<file path="config.mk">
export PLATFORM = sky130hd
export DESIGN_NAME = mac_tx_scheduler_flat
export DESIGN_NICKNAME = d
export VERILOG_FILES = /design/src/rtl/mac_tx_scheduler_if.sv /design/src/rtl/mac_tx_scheduler.sv /design/src/flat_wrapper.sv
export SDC_FILE = /design/constraint.sdc
export NUM_CORES = 1
export LEC_CHECK = 0
export ABC_AREA = 1
export CORE_UTILIZATION = 50
export DETAILED_ROUTE_END_ITERATION = 8
export HOLD_SLACK_MARGIN = 0.1
export PLACE_DENSITY = 0.82
export SYNTH_ARGS = -nofsm -noshare
export SYNTH_HDL_FRONTEND = slang
export SYNTH_SLANG_ARGS = --single-unit
export TNS_END_PERCENT = 1
</file>
<file path="constraint.sdc">
create_clock -name clk -period 2.8 [get_ports clk]
set_clock_uncertainty 0.2 [all_clocks]
set_input_delay 0.7 -clock clk [delete_from_list [all_inputs] [get_ports clk]]
set_output_delay 0.7 -clock clk [all_outputs]
set_load 0.02 [all_outputs]
</file>
<file path="src/rtl/mac_tx_scheduler_if.sv">
// rtl/mac_tx_scheduler_if.sv - request/frame-generator bundle for mac_tx_scheduler
//
// Purpose: carries the requester-side and frame-generator-side signals of the
// transmit scheduler so they travel as one port.
// Ports (as seen by the scheduler, modport slave):
//   i_enable      in   1         permits new grants
//   i_req         in   N_REQ     level request per requester
//   i_len         in   N_REQ*16  packed payload lengths, requester k at [16k+15:16k]
//   i_gen_done    in   1         frame-generator completion pulse
//   o_gen_start   out  1         one-cycle start pulse to the frame generator
//   o_gen_len     out  16        clamped payload length of the granted requester
//   o_grant       out  N_REQ     one-hot grant
//   o_ack         out  N_REQ     one-cycle completion pulse to the granted requester
//   o_timeout     out  1         one-cycle pulse when the generator never finished
//   o_busy        out  1         high whenever the scheduler is not idle
//   o_frame_count out  32        completed frames, wraps at 2^32
interface mac_tx_scheduler_if #(
  parameter int N_REQ = 4
);
  logic                  i_enable;
  logic [N_REQ-1:0]      i_req;
  logic [N_REQ*16-1:0]   i_len;
  logic                  i_gen_done;
  logic                  o_gen_start;
  logic [15:0]           o_gen_len;
  logic [N_REQ-1:0]      o_grant;
  logic [N_REQ-1:0]      o_ack;
  logic                  o_timeout;
  logic                  o_busy;
  logic [31:0]           o_frame_count;

  modport master (
    output i_enable, i_req, i_len, i_gen_done,
    input  o_gen_start, o_gen_len, o_grant, o_ack, o_timeout, o_busy, o_frame_count
  );

  modport slave (
    input  i_enable, i_req, i_len, i_gen_done,
    output o_gen_start, o_gen_len, o_grant, o_ack, o_timeout, o_busy, o_frame_count
  );
endinterface

</file>
<file path="src/rtl/mac_tx_scheduler.sv">
// rtl/mac_tx_scheduler.sv - round-robin transmit scheduler driving a frame generator
//
// Purpose: picks one requester at a time (round-robin), hands its clamped
// payload length to the frame generator, waits for completion or timeout,
// then enforces an inter-packet gap before the next grant.
// Ports:
//   clk      in  1  clock
//   i_rst_n  in  1  asynchronous active-low reset
//   bus      mac_tx_scheduler_if.slave  requester and generator signals
// Parameters:
//   N_REQ          number of requesters
//   IPG_CYCLES     idle gap between frames in clocks (>= 1)
//   TIMEOUT_CYCLES maximum wait for generator done
module mac_tx_scheduler #(
  parameter int N_REQ          = 4,
  parameter int IPG_CYCLES     = 12,
  parameter int TIMEOUT_CYCLES = 1024
) (
  input  logic                    clk,
  input  logic                    i_rst_n,
  mac_tx_scheduler_if.slave       bus
);

  localparam int IDX_W  = (N_REQ > 1) ? $clog2(N_REQ) : 1;
  localparam int WAIT_W = $clog2(TIMEOUT_CYCLES + 1);
  localparam int IPG_W  = $clog2(IPG_CYCLES + 1);
  localparam logic [15:0] MIN_LEN = 16'd46;
  localparam logic [15:0] MAX_LEN = 16'd1500;

  typedef enum logic [1:0] {
    S_IDLE,
    S_START,
    S_WAIT_DONE,
    S_IPG
  } state_t;

  state_t              state_q, state_d;
  logic [IDX_W-1:0]    rr_ptr_q, rr_ptr_d;   // first index searched at the next grant
  logic [WAIT_W-1:0]   wait_q, wait_d;
  logic [IPG_W-1:0]    ipg_q, ipg_d;
  logic [N_REQ-1:0]    grant_q, grant_d;
  logic [N_REQ-1:0]    ack_q, ack_d;
  logic [15:0]         len_q, len_d;
  logic                start_q, start_d;
  logic                timeout_q, timeout_d;
  logic                busy_q, busy_d;
  logic [31:0]         count_q, count_d;

  logic                found;
  logic [N_REQ-1:0]    win_onehot;
  logic [15:0]         win_len;
  logic [IDX_W-1:0]    win_next;

  function automatic logic [15:0] clamp_len(input logic [15:0] len);
    if (len < MIN_LEN) return MIN_LEN;
    else if (len > MAX_LEN) return MAX_LEN;
    else return len;
  endfunction

  // Round-robin search as two ordered passes: indices from the pointer up to
  // the top, then the wrapped-around indices below the pointer.
  always_comb begin
    found      = 1'b0;
    win_onehot = '0;
    win_len    = '0;
    win_next   = '0;
    for (int j = 0; j < N_REQ; j++) begin
      if (!found && (j >= int'(rr_ptr_q)) && bus.i_req[j]) begin
        found         = 1'b1;
        win_onehot[j] = 1'b1;
        win_len       = bus.i_len[j*16 +: 16];
        win_next      = (j == N_REQ - 1) ? '0 : IDX_W'(j + 1);
      end
    end
    for (int j = 0; j < N_REQ; j++) begin
      if (!found && (j < int'(rr_ptr_q)) && bus.i_req[j]) begin
        found         = 1'b1;
        win_onehot[j] = 1'b1;
        win_len       = bus.i_len[j*16 +: 16];
        win_next      = (j == N_REQ - 1) ? '0 : IDX_W'(j + 1);
      end
    end
  end

  // Next-state and next-output logic; every output is the registered copy.
  always_comb begin
    state_d   = state_q;
    rr_ptr_d  = rr_ptr_q;
    wait_d    = wait_q;
    ipg_d     = ipg_q;
    grant_d   = grant_q;
    len_d     = len_q;
    count_d   = count_q;
    start_d   = 1'b0;
    ack_d     = '0;
    timeout_d = 1'b0;
    case (state_q)
      S_IDLE: begin
        if (bus.i_enable && found) begin
          state_d  = S_START;
          grant_d  = win_onehot;
          len_d    = clamp_len(win_len);
          start_d  = 1'b1;
          rr_ptr_d = win_next;
        end
      end
      S_START: begin
        state_d = S_WAIT_DONE;
        wait_d  = '0;
      end
      S_WAIT_DONE: begin
        // Done is tested first so that it wins over a coincident expiry.
        if (bus.i_gen_done) begin
          state_d = S_IPG;
          ack_d   = grant_q;
          count_d = count_q + 32'd1;
          grant_d = '0;
          ipg_d   = '0;
        end else if (wait_q == WAIT_W'(TIMEOUT_CYCLES - 1)) begin
          state_d   = S_IPG;
          timeout_d = 1'b1;
          grant_d   = '0;
          ipg_d     = '0;
        end else begin
          wait_d = wait_q + WAIT_W'(1);
        end
      end
      S_IPG: begin
        if (ipg_q == IPG_W'(IPG_CYCLES - 1)) state_d = S_IDLE;
        else ipg_d = ipg_q + IPG_W'(1);
      end
      default: state_d = S_IDLE;
    endcase
    busy_d = (state_d != S_IDLE);
  end

  always_ff @(posedge clk or negedge i_rst_n) begin
    if (!i_rst_n) begin
      state_q   <= S_IDLE;
      rr_ptr_q  <= '0;
      wait_q    <= '0;
      ipg_q     <= '0;
      grant_q   <= '0;
      ack_q     <= '0;
      len_q     <= '0;
      start_q   <= 1'b0;
      timeout_q <= 1'b0;
      busy_q    <= 1'b0;
      count_q   <= '0;
    end else begin
      state_q   <= state_d;
      rr_ptr_q  <= rr_ptr_d;
      wait_q    <= wait_d;
      ipg_q     <= ipg_d;
      grant_q   <= grant_d;
      ack_q     <= ack_d;
      len_q     <= len_d;
      start_q   <= start_d;
      timeout_q <= timeout_d;
      busy_q    <= busy_d;
      count_q   <= count_d;
    end
  end

  assign bus.o_gen_start   = start_q;
  assign bus.o_gen_len     = len_q;
  assign bus.o_grant       = grant_q;
  assign bus.o_ack         = ack_q;
  assign bus.o_timeout     = timeout_q;
  assign bus.o_busy        = busy_q;
  assign bus.o_frame_count = count_q;

endmodule

</file>
<file path="src/flat_wrapper.sv">
// flat-port wrapper written by rule: the top's interface ports become plain ports
module mac_tx_scheduler_flat 
#(
  parameter int N_REQ          = 4,
  parameter int IPG_CYCLES     = 12,
  parameter int TIMEOUT_CYCLES = 1024
)
  (clk, i_rst_n, bus_i_enable, bus_i_req, bus_i_len, bus_i_gen_done, bus_o_gen_start, bus_o_gen_len, bus_o_grant, bus_o_ack, bus_o_timeout, bus_o_busy, bus_o_frame_count);
  mac_tx_scheduler_if #(.N_REQ(N_REQ)) bus_i ();
  input  logic clk;
  input  logic i_rst_n;
  input wire logic [$bits(bus_i.i_enable)-1:0] bus_i_enable;
  input wire logic [$bits(bus_i.i_req)-1:0] bus_i_req;
  input wire logic [$bits(bus_i.i_len)-1:0] bus_i_len;
  input wire logic [$bits(bus_i.i_gen_done)-1:0] bus_i_gen_done;
  output wire logic [$bits(bus_i.o_gen_start)-1:0] bus_o_gen_start;
  output wire logic [$bits(bus_i.o_gen_len)-1:0] bus_o_gen_len;
  output wire logic [$bits(bus_i.o_grant)-1:0] bus_o_grant;
  output wire logic [$bits(bus_i.o_ack)-1:0] bus_o_ack;
  output wire logic [$bits(bus_i.o_timeout)-1:0] bus_o_timeout;
  output wire logic [$bits(bus_i.o_busy)-1:0] bus_o_busy;
  output wire logic [$bits(bus_i.o_frame_count)-1:0] bus_o_frame_count;
  assign bus_i.i_enable = bus_i_enable;
  assign bus_i.i_req = bus_i_req;
  assign bus_i.i_len = bus_i_len;
  assign bus_i.i_gen_done = bus_i_gen_done;
  assign bus_o_gen_start = bus_i.o_gen_start;
  assign bus_o_gen_len = bus_i.o_gen_len;
  assign bus_o_grant = bus_i.o_grant;
  assign bus_o_ack = bus_i.o_ack;
  assign bus_o_timeout = bus_i.o_timeout;
  assign bus_o_busy = bus_i.o_busy;
  assign bus_o_frame_count = bus_i.o_frame_count;
  mac_tx_scheduler #(.N_REQ(N_REQ), .IPG_CYCLES(IPG_CYCLES), .TIMEOUT_CYCLES(TIMEOUT_CYCLES)) u_core (.clk(clk), .i_rst_n(i_rst_n), .bus(bus_i));
endmodule
</file>
# After elaboration in Yosys (flattened, before gate mapping)
# Index checks and enable logic that the tools add are counted.
[op_classes] bitwise_logic=0 multipliers=0 reduce_logical=29 add_sub_neg=3 div_mod_pow=0 n_eq_ne=10 n_lt_le_gt_ge=8 n_shift=0 mux=50
[ops] operator="two-way mux 16 bit" count=9
[ops] operator="adder 32 x 1 -> 32 bit (second input constant)" count=1
[ops] operator="two-way mux 4 bit" count=6
[ops] operator="two-way mux 11 bit" count=2
[ops] operator="one-hot mux 11 bit (2 select lines)" count=1
[ops] operator="two-way mux 2 bit" count=10
[ops] operator="two-way mux 1 bit" count=19
[ops] operator="greater-than comparator 16 x 11 -> 1 bit (second input constant)" count=1
[ops] operator="less-than comparator 16 x 6 -> 1 bit (second input constant)" count=1
[ops] operator="one-hot mux 4 bit (2 select lines)" count=2
[ops] operator="logical AND 1 bit" count=13
[ops] operator="adder 11 x 1 -> 11 bit (second input constant)" count=1
[ops] operator="equality test 11 x 10 -> 1 bit (second input constant)" count=1
[ops] operator="AND reduction 3 bit" count=3
[ops] operator="one-hot mux 2 bit (4 select lines)" count=1
[ops] operator="nonzero test 2 bit" count=4
[ops] operator="logical NOT 1 bit" count=6
[ops] operator="!= test 2 bit (second input constant)" count=3
[ops] operator="adder 4 x 1 -> 4 bit (second input constant)" count=1
[ops] operator="equality test 2 bit (second input constant)" count=2
[ops] operator="equality test 4 bit (second input constant)" count=1
[ops] operator="greater-or-equal comparator 1 x 2 -> 1 bit (first input constant)" count=2
[ops] operator="less-than comparator 1 x 2 -> 1 bit (first input constant)" count=2
[ops] operator="AND reduction 2 bit" count=2
[ops] operator="other kinds (6)" count=6
[word_totals] ff_bits=78 latch_bits=0 memories=0 input_bits=72 ram_bits=0 mem_bits_ro=0

# Logic depth before layout (Yosys ltp)
[depth] word_depth=30 mapped_depth=20 depth_no_buf=19

# Least setup slack after synthesis
# Ideal clock, no wire load.
[synth_path] path_type="input to register" startpoint="input port bus_i_gen_done" endpoint="register u_core.count_q[26] (netlist: u_core.bus.o_frame_count[26])" path_stages=14 path_slack_ns=0.243 n_path_buf=0 arrival_time_ns=2.235 path_cell_list="inv_1 -> nor2_4 -> nand2_4 -> nor2_4 -> nand3_2 -> nor2_2 -> nand3_1 -> nor2_1 -> inv_2 -> nor3_2 -> nand3_2 -> nor2_2 -> nand2_1 -> xor2_1"
[synth_between] elab_chain_cells=1
[synth_lines] item="from (decl)" line_no="flat_wrapper.sv:15" text="input wire logic [$bits(bus_i.i_gen_done)-1:0] bus_i_gen_done;"
[synth_lines] item="AND reduction 2 bit (no source line)"
[synth_lines] item="to (signal assigned)" line_no="mac_tx_scheduler.sv:161" text="count_q <= count_d;"
[synth_lines] item="to (decl)" line_no="mac_tx_scheduler.sv:47" text="logic [31:0] count_q, count_d;"
# No other way between the ends.
# A chain may end at the register's enable or synchronous reset.

# Worst setup path after layout
[layout_path] startpoint="input port bus_i_req[3]" endpoint="register u_core.len_q[3] (netlist: u_core.bus.o_gen_len[3])"
[layout_between] elab_chain_cells=17
[layout_lines] item="from (decl)" line_no="flat_wrapper.sv:13" text="input wire logic [$bits(bus_i.i_req)-1:0] bus_i_req;"
[layout_lines] item="logical AND 1 bit (*)" line_no="mac_tx_scheduler.sv:68" text="if (!found && (j >= int'(rr_ptr_q)) && bus.i_req[j]) begin"
[layout_lines] item="two-way mux 1 bit" line_no="mac_tx_scheduler.sv:68"
[layout_lines] item="logical NOT 1 bit" line_no="mac_tx_scheduler.sv:76" text="if (!found && (j < int'(rr_ptr_q)) && bus.i_req[j]) begin"
[layout_lines] item="logical AND 1 bit (2 in series)" line_no="mac_tx_scheduler.sv:76"
[layout_lines] item="two-way mux 1 bit" line_no="mac_tx_scheduler.sv:76"
[layout_lines] item="logical NOT 1 bit" line_no="mac_tx_scheduler.sv:76"
[layout_lines] item="logical AND 1 bit (2 in series)" line_no="mac_tx_scheduler.sv:76"
[layout_lines] item="two-way mux 1 bit" line_no="mac_tx_scheduler.sv:76"
[layout_lines] item="logical NOT 1 bit" line_no="mac_tx_scheduler.sv:76"
[layout_lines] item="logical AND 1 bit (2 in series)" line_no="mac_tx_scheduler.sv:76"
[layout_lines] item="two-way mux 16 bit" line_no="mac_tx_scheduler.sv:76"
[layout_lines] item="greater-than comparator 16 x 11 -> 1 bit" line_no="mac_tx_scheduler.sv:56" text="else if (len > MAX_LEN) return MAX_LEN;"
[layout_lines] item="two-way mux 16 bit" line_no="mac_tx_scheduler.sv:56"
[layout_lines] item="two-way mux 16 bit" line_no="mac_tx_scheduler.sv:55" text="if (len < MIN_LEN) return MIN_LEN;"
[layout_lines] item="to (signal assigned)" line_no="mac_tx_scheduler.sv:157" text="len_q <= len_d;"
[layout_lines] item="to (decl)" line_no="mac_tx_scheduler.sv:43" text="logic [15:0] len_q, len_d;"
# Every way passes the cells marked *; elsewhere a longest branch is shown, timed or not.

==> key figures <==
Synth
  – Seq/Total Area, Yosys: about two fifths
  – Synth cell types: 42
  – Syn_area_per_cell: approximately 7 sq um
  – Yosys warns: 0
  – Area leader, netlist: dfrtp_1
  – Top cell type's share of synthesized area: 38.9%
  – Syn Nets: ~780
  – Flops & latches, synth: 78
  – Top post-synthesis cells by area: dfrtp_1 39%, nand2_1 12%, nor2_1 8.4%
  – Cell Area, Synth: approximately 0.0050 sq mm
  – Gate Count Post-Synth: 706

GRT
  – Initial antenna violation count: 0
  – First-pass GRT wire length: 24500 um
  – Total global-route track usage: between 30 and 40%
  – Gr ovfl total: 0
  – Vias in the first global route: roughly 5.4k
  – Largest net degree at the start of global routing: 42

Floorplan
  – # rows: 36
  – Die footprint: 0.0104 sq mm
  – IO Pins: roughly 130
  – Initial Util: 51.4%
  – Die height: 102 um
  – DIE WIDTH: 102 um
  – Placeable Area: 0.00977 sq mm

Placement
  – Post-DP Area: 0.00702 sq mm
  – Post-DP HPWL: between 10000 and 15000 um
  – Port buffer count: 130
  – DP Worst Slack: -598 ps
  – Routability congestion estimate: about 0.9
  – Dpl cells: 1034

Detailed routing
  – Residual DRC: 0
  – Final wirelength: between 15000 and 20000 um
  – Routed vias/inst: 5.21
  – Via count: approximately 5.5k
  – Initial drt markers: 381
  – Wire per inst: ~14 um
  – DR pass1 iterations: 5
  – DRT antenna net count: 0

Power and ir drop
  – Max VDD drop: approximately 0.00053 V
  – Static leakage: around 0.0037 uW
  – Pwr Total: approximately 5300 uW
  – Pwr dens: about 700 mW/mm^2

Clocking
  – H-Tree Depth: 3
  – CTS tree: done
  – Total CTS buffers: 9
  – CTS sink cnt: 78
  – Hold_buf cts: 0
  – Clock root buffer: clkbuf_8
  – CTS Buffer Depth: 2
  – Clk pin slew, worst setup/hold paths: around 100 ps
  – Clk_lat worst skew: ~350 ps

Final layout
  – Syn-to-layout area delta: 47.3%
  – Final Instance Count excl. Fillers: about 1.1k
  – Design area: around 0.0074 sq mm
  – # diodes: 0
  – Nets: 993
  – Fill count: around 730
  – Share of cells above drive strength 1: a little under a fifth

Timing
  – Fmax: 364 MHz
  – Slew @ Worst Pin: approximately 620 ps
  – RSZ-0062 raised after global routing: yes
  – Setup-failing EPs final: 0
  – Fin. Hold Viols: 0
  – Max-Slew Margin vs Limit: roughly three fifths
  – Period utilization: 98.0%
  – Setup TNS: 0 ps
  – Slew Viols, Final: 0
  – Tmin final: around 2700 ps
  – Setup WS post-layout: around 56 ps

Critical path
  – Startpoint types: input pin
  – Crit path kind: input pin to flip-flop
  – Worst-path fanout max: 9
  – R2R cell count: 17
  – CP required: 2850 ps
  – Worst setup EP type: flip-flop
  – Arr. time, crit path: ~2800 ps

Hold path
  – Min-delay worst type: input pin to asynchronous set/reset pin

Outcome
  – Outcome: finished, final reports clean

Run
  – Max-cap violation count: 0
## layout by cell type (no fill, tap or decap), types with 12 or more instances in the layout
master | netlist | routed
nand2_1 | 159 | 153
clkdlybuf4s50_1 | 0 | 125
inv_1 | 109 | 108
nor2_1 | 112 | 105
buf_4 | 1 | 81
dfrtp_1 | 78 | 76
nand3_1 | 69 | 68
xor2_1 | 25 | 25
nand4_1 | 23 | 23
o21ai_0 | 18 | 17
nand2_2 | 8 | 13
nor3_1 | 12 | 12
a21oi_1 | 12 | 12
## state kept, by name (all words and copies together) (netlist names)
name / count
u_core.wait_q: 11
u_core.bus.o_gen_start: 1
u_core.bus.o_busy: 1
u_core.bus.o_ack: 4
u_core.bus.o_timeout: 1
u_core.rr_ptr_q: 2
u_core.bus.o_grant: 4
u_core.bus.o_frame_count: 32
u_core.bus.o_gen_len: 16
u_core.ipg_q: 4
u_core.state_q: 2
## what timing repair did
item	in CTS	in global routing
buffers inserted	0	4
setup endpoints to repair	13	15
pin swaps	5	9
cloned	1	1
resized for setup	16	23
## synth_stat cells, drive strengths merged
| master | n |
|---|---|
| o31ai | 1 |
| a21oi | 15 |
| nand4 | 25 |
| a41oi | 1 |
| dfrtp | 78 |
| o21a | 1 |
| xnor2 | 4 |
| nand3 | 76 |
| nor2 | 123 |
| nor3b | 4 |
| clkbuf | 4 |
| xor2 | 25 |
| a22o | 2 |
| clkinv | 2 |
| nand2 | 171 |
| inv | 116 |
| nor4 | 6 |
| ha | 3 |
| or4 | 1 |
| mux2 | 1 |
| o21ai | 20 |
| bufinv | 1 |
| nor3 | 13 |
| nand3b | 1 |
| buf | 10 |
| o211ai | 1 |
| and3 | 1 |
## worst paths after layout
check / start / slack, ps / to
max: bus_i_req[3] / 60 / u_core.bus.o_gen_len[3]
min: i_rst_n / 100 / u_core.bus.o_frame_count[20]
max reg2reg: u_core.rr_ptr_q[1] / 140 / u_core.bus.o_gen_len[3]
min reg2reg: u_core.bus.o_frame_count[31] / 280 / u_core.bus.o_frame_count[31]
max in group asynchronous: i_rst_n / 1660 / u_core.bus.o_frame_count[16]
min in group clk: u_core.bus.o_frame_count[31] / 280 / u_core.bus.o_frame_count[31]
## logic make-up after synthesis
kind of cell / share of synthesized area, %
flip-flops: 38.9
AND/OR/NAND/NOR: 39.2
XOR/XNOR: 5.06
multiplexers: 0.224
buffers and inverters: 11.2
AO/OA/AOI/OAI: 4.68
adder cells (fa/ha/maj): 0.747
## cell type report
class                      instances  area, sq um  share of cell area [%]
multi-input combinational        497         2630                    35.5
sequential                        78         1950                    26.4
timing repair buffer             213         1950                    26.4
inverter                         119          469                    6.34
tap                              133          166                    2.25
clock buffer                       9          124                    1.67
clock inverter                     7          103                    1.39
## layer usage
metal | share of wire [%] | GRT usage (%) | vias up | routed length [um]
met4 | 2.7 | 12.0 | 0 | 405
met1 | 40 | 36.0 | 2563 | 6170
li1 | - | - | 2654 | -
met5 | 0 | 0 | - | 0
met2 | 51 | 54.2 | 251 | 7830
met3 | 5.6 | 4.24 | 36 | 856
## power breakdown
group	leakage, uW	switching, uW	internal [uW]	total (uW)
sequential	0.000955	218	1360	1570
combinational	0.00268	1560	1200	2750
clock	0.000117	463	517	980
## metrics by stage
stage          util, %  hold WS [ps]
6_report          75.7          98.9
5_1_grt           75.7           140
4_1_cts           74.7           113
3_5_place_dp      71.8           266
3_3_place_gp      71.8           250
2_1_floorplan        -           204
## worst max-delay path, cell delays in order
cell             delay [ps]
clkdlybuf4s50_1         490
inv_1                    70
nand4_4                 140
nor2_8                   50
buf_12                  130
buf_4                   140
nand4_1                  80
nand3_1                 140
nor2_1                  160
nand3_1                 110
nor2_1                  150
nand2_2                 110
nand2_4                 100
inv_2                    40
nor2_1                  120
nor2_1                   60
(Power assumes the default switching activity.)
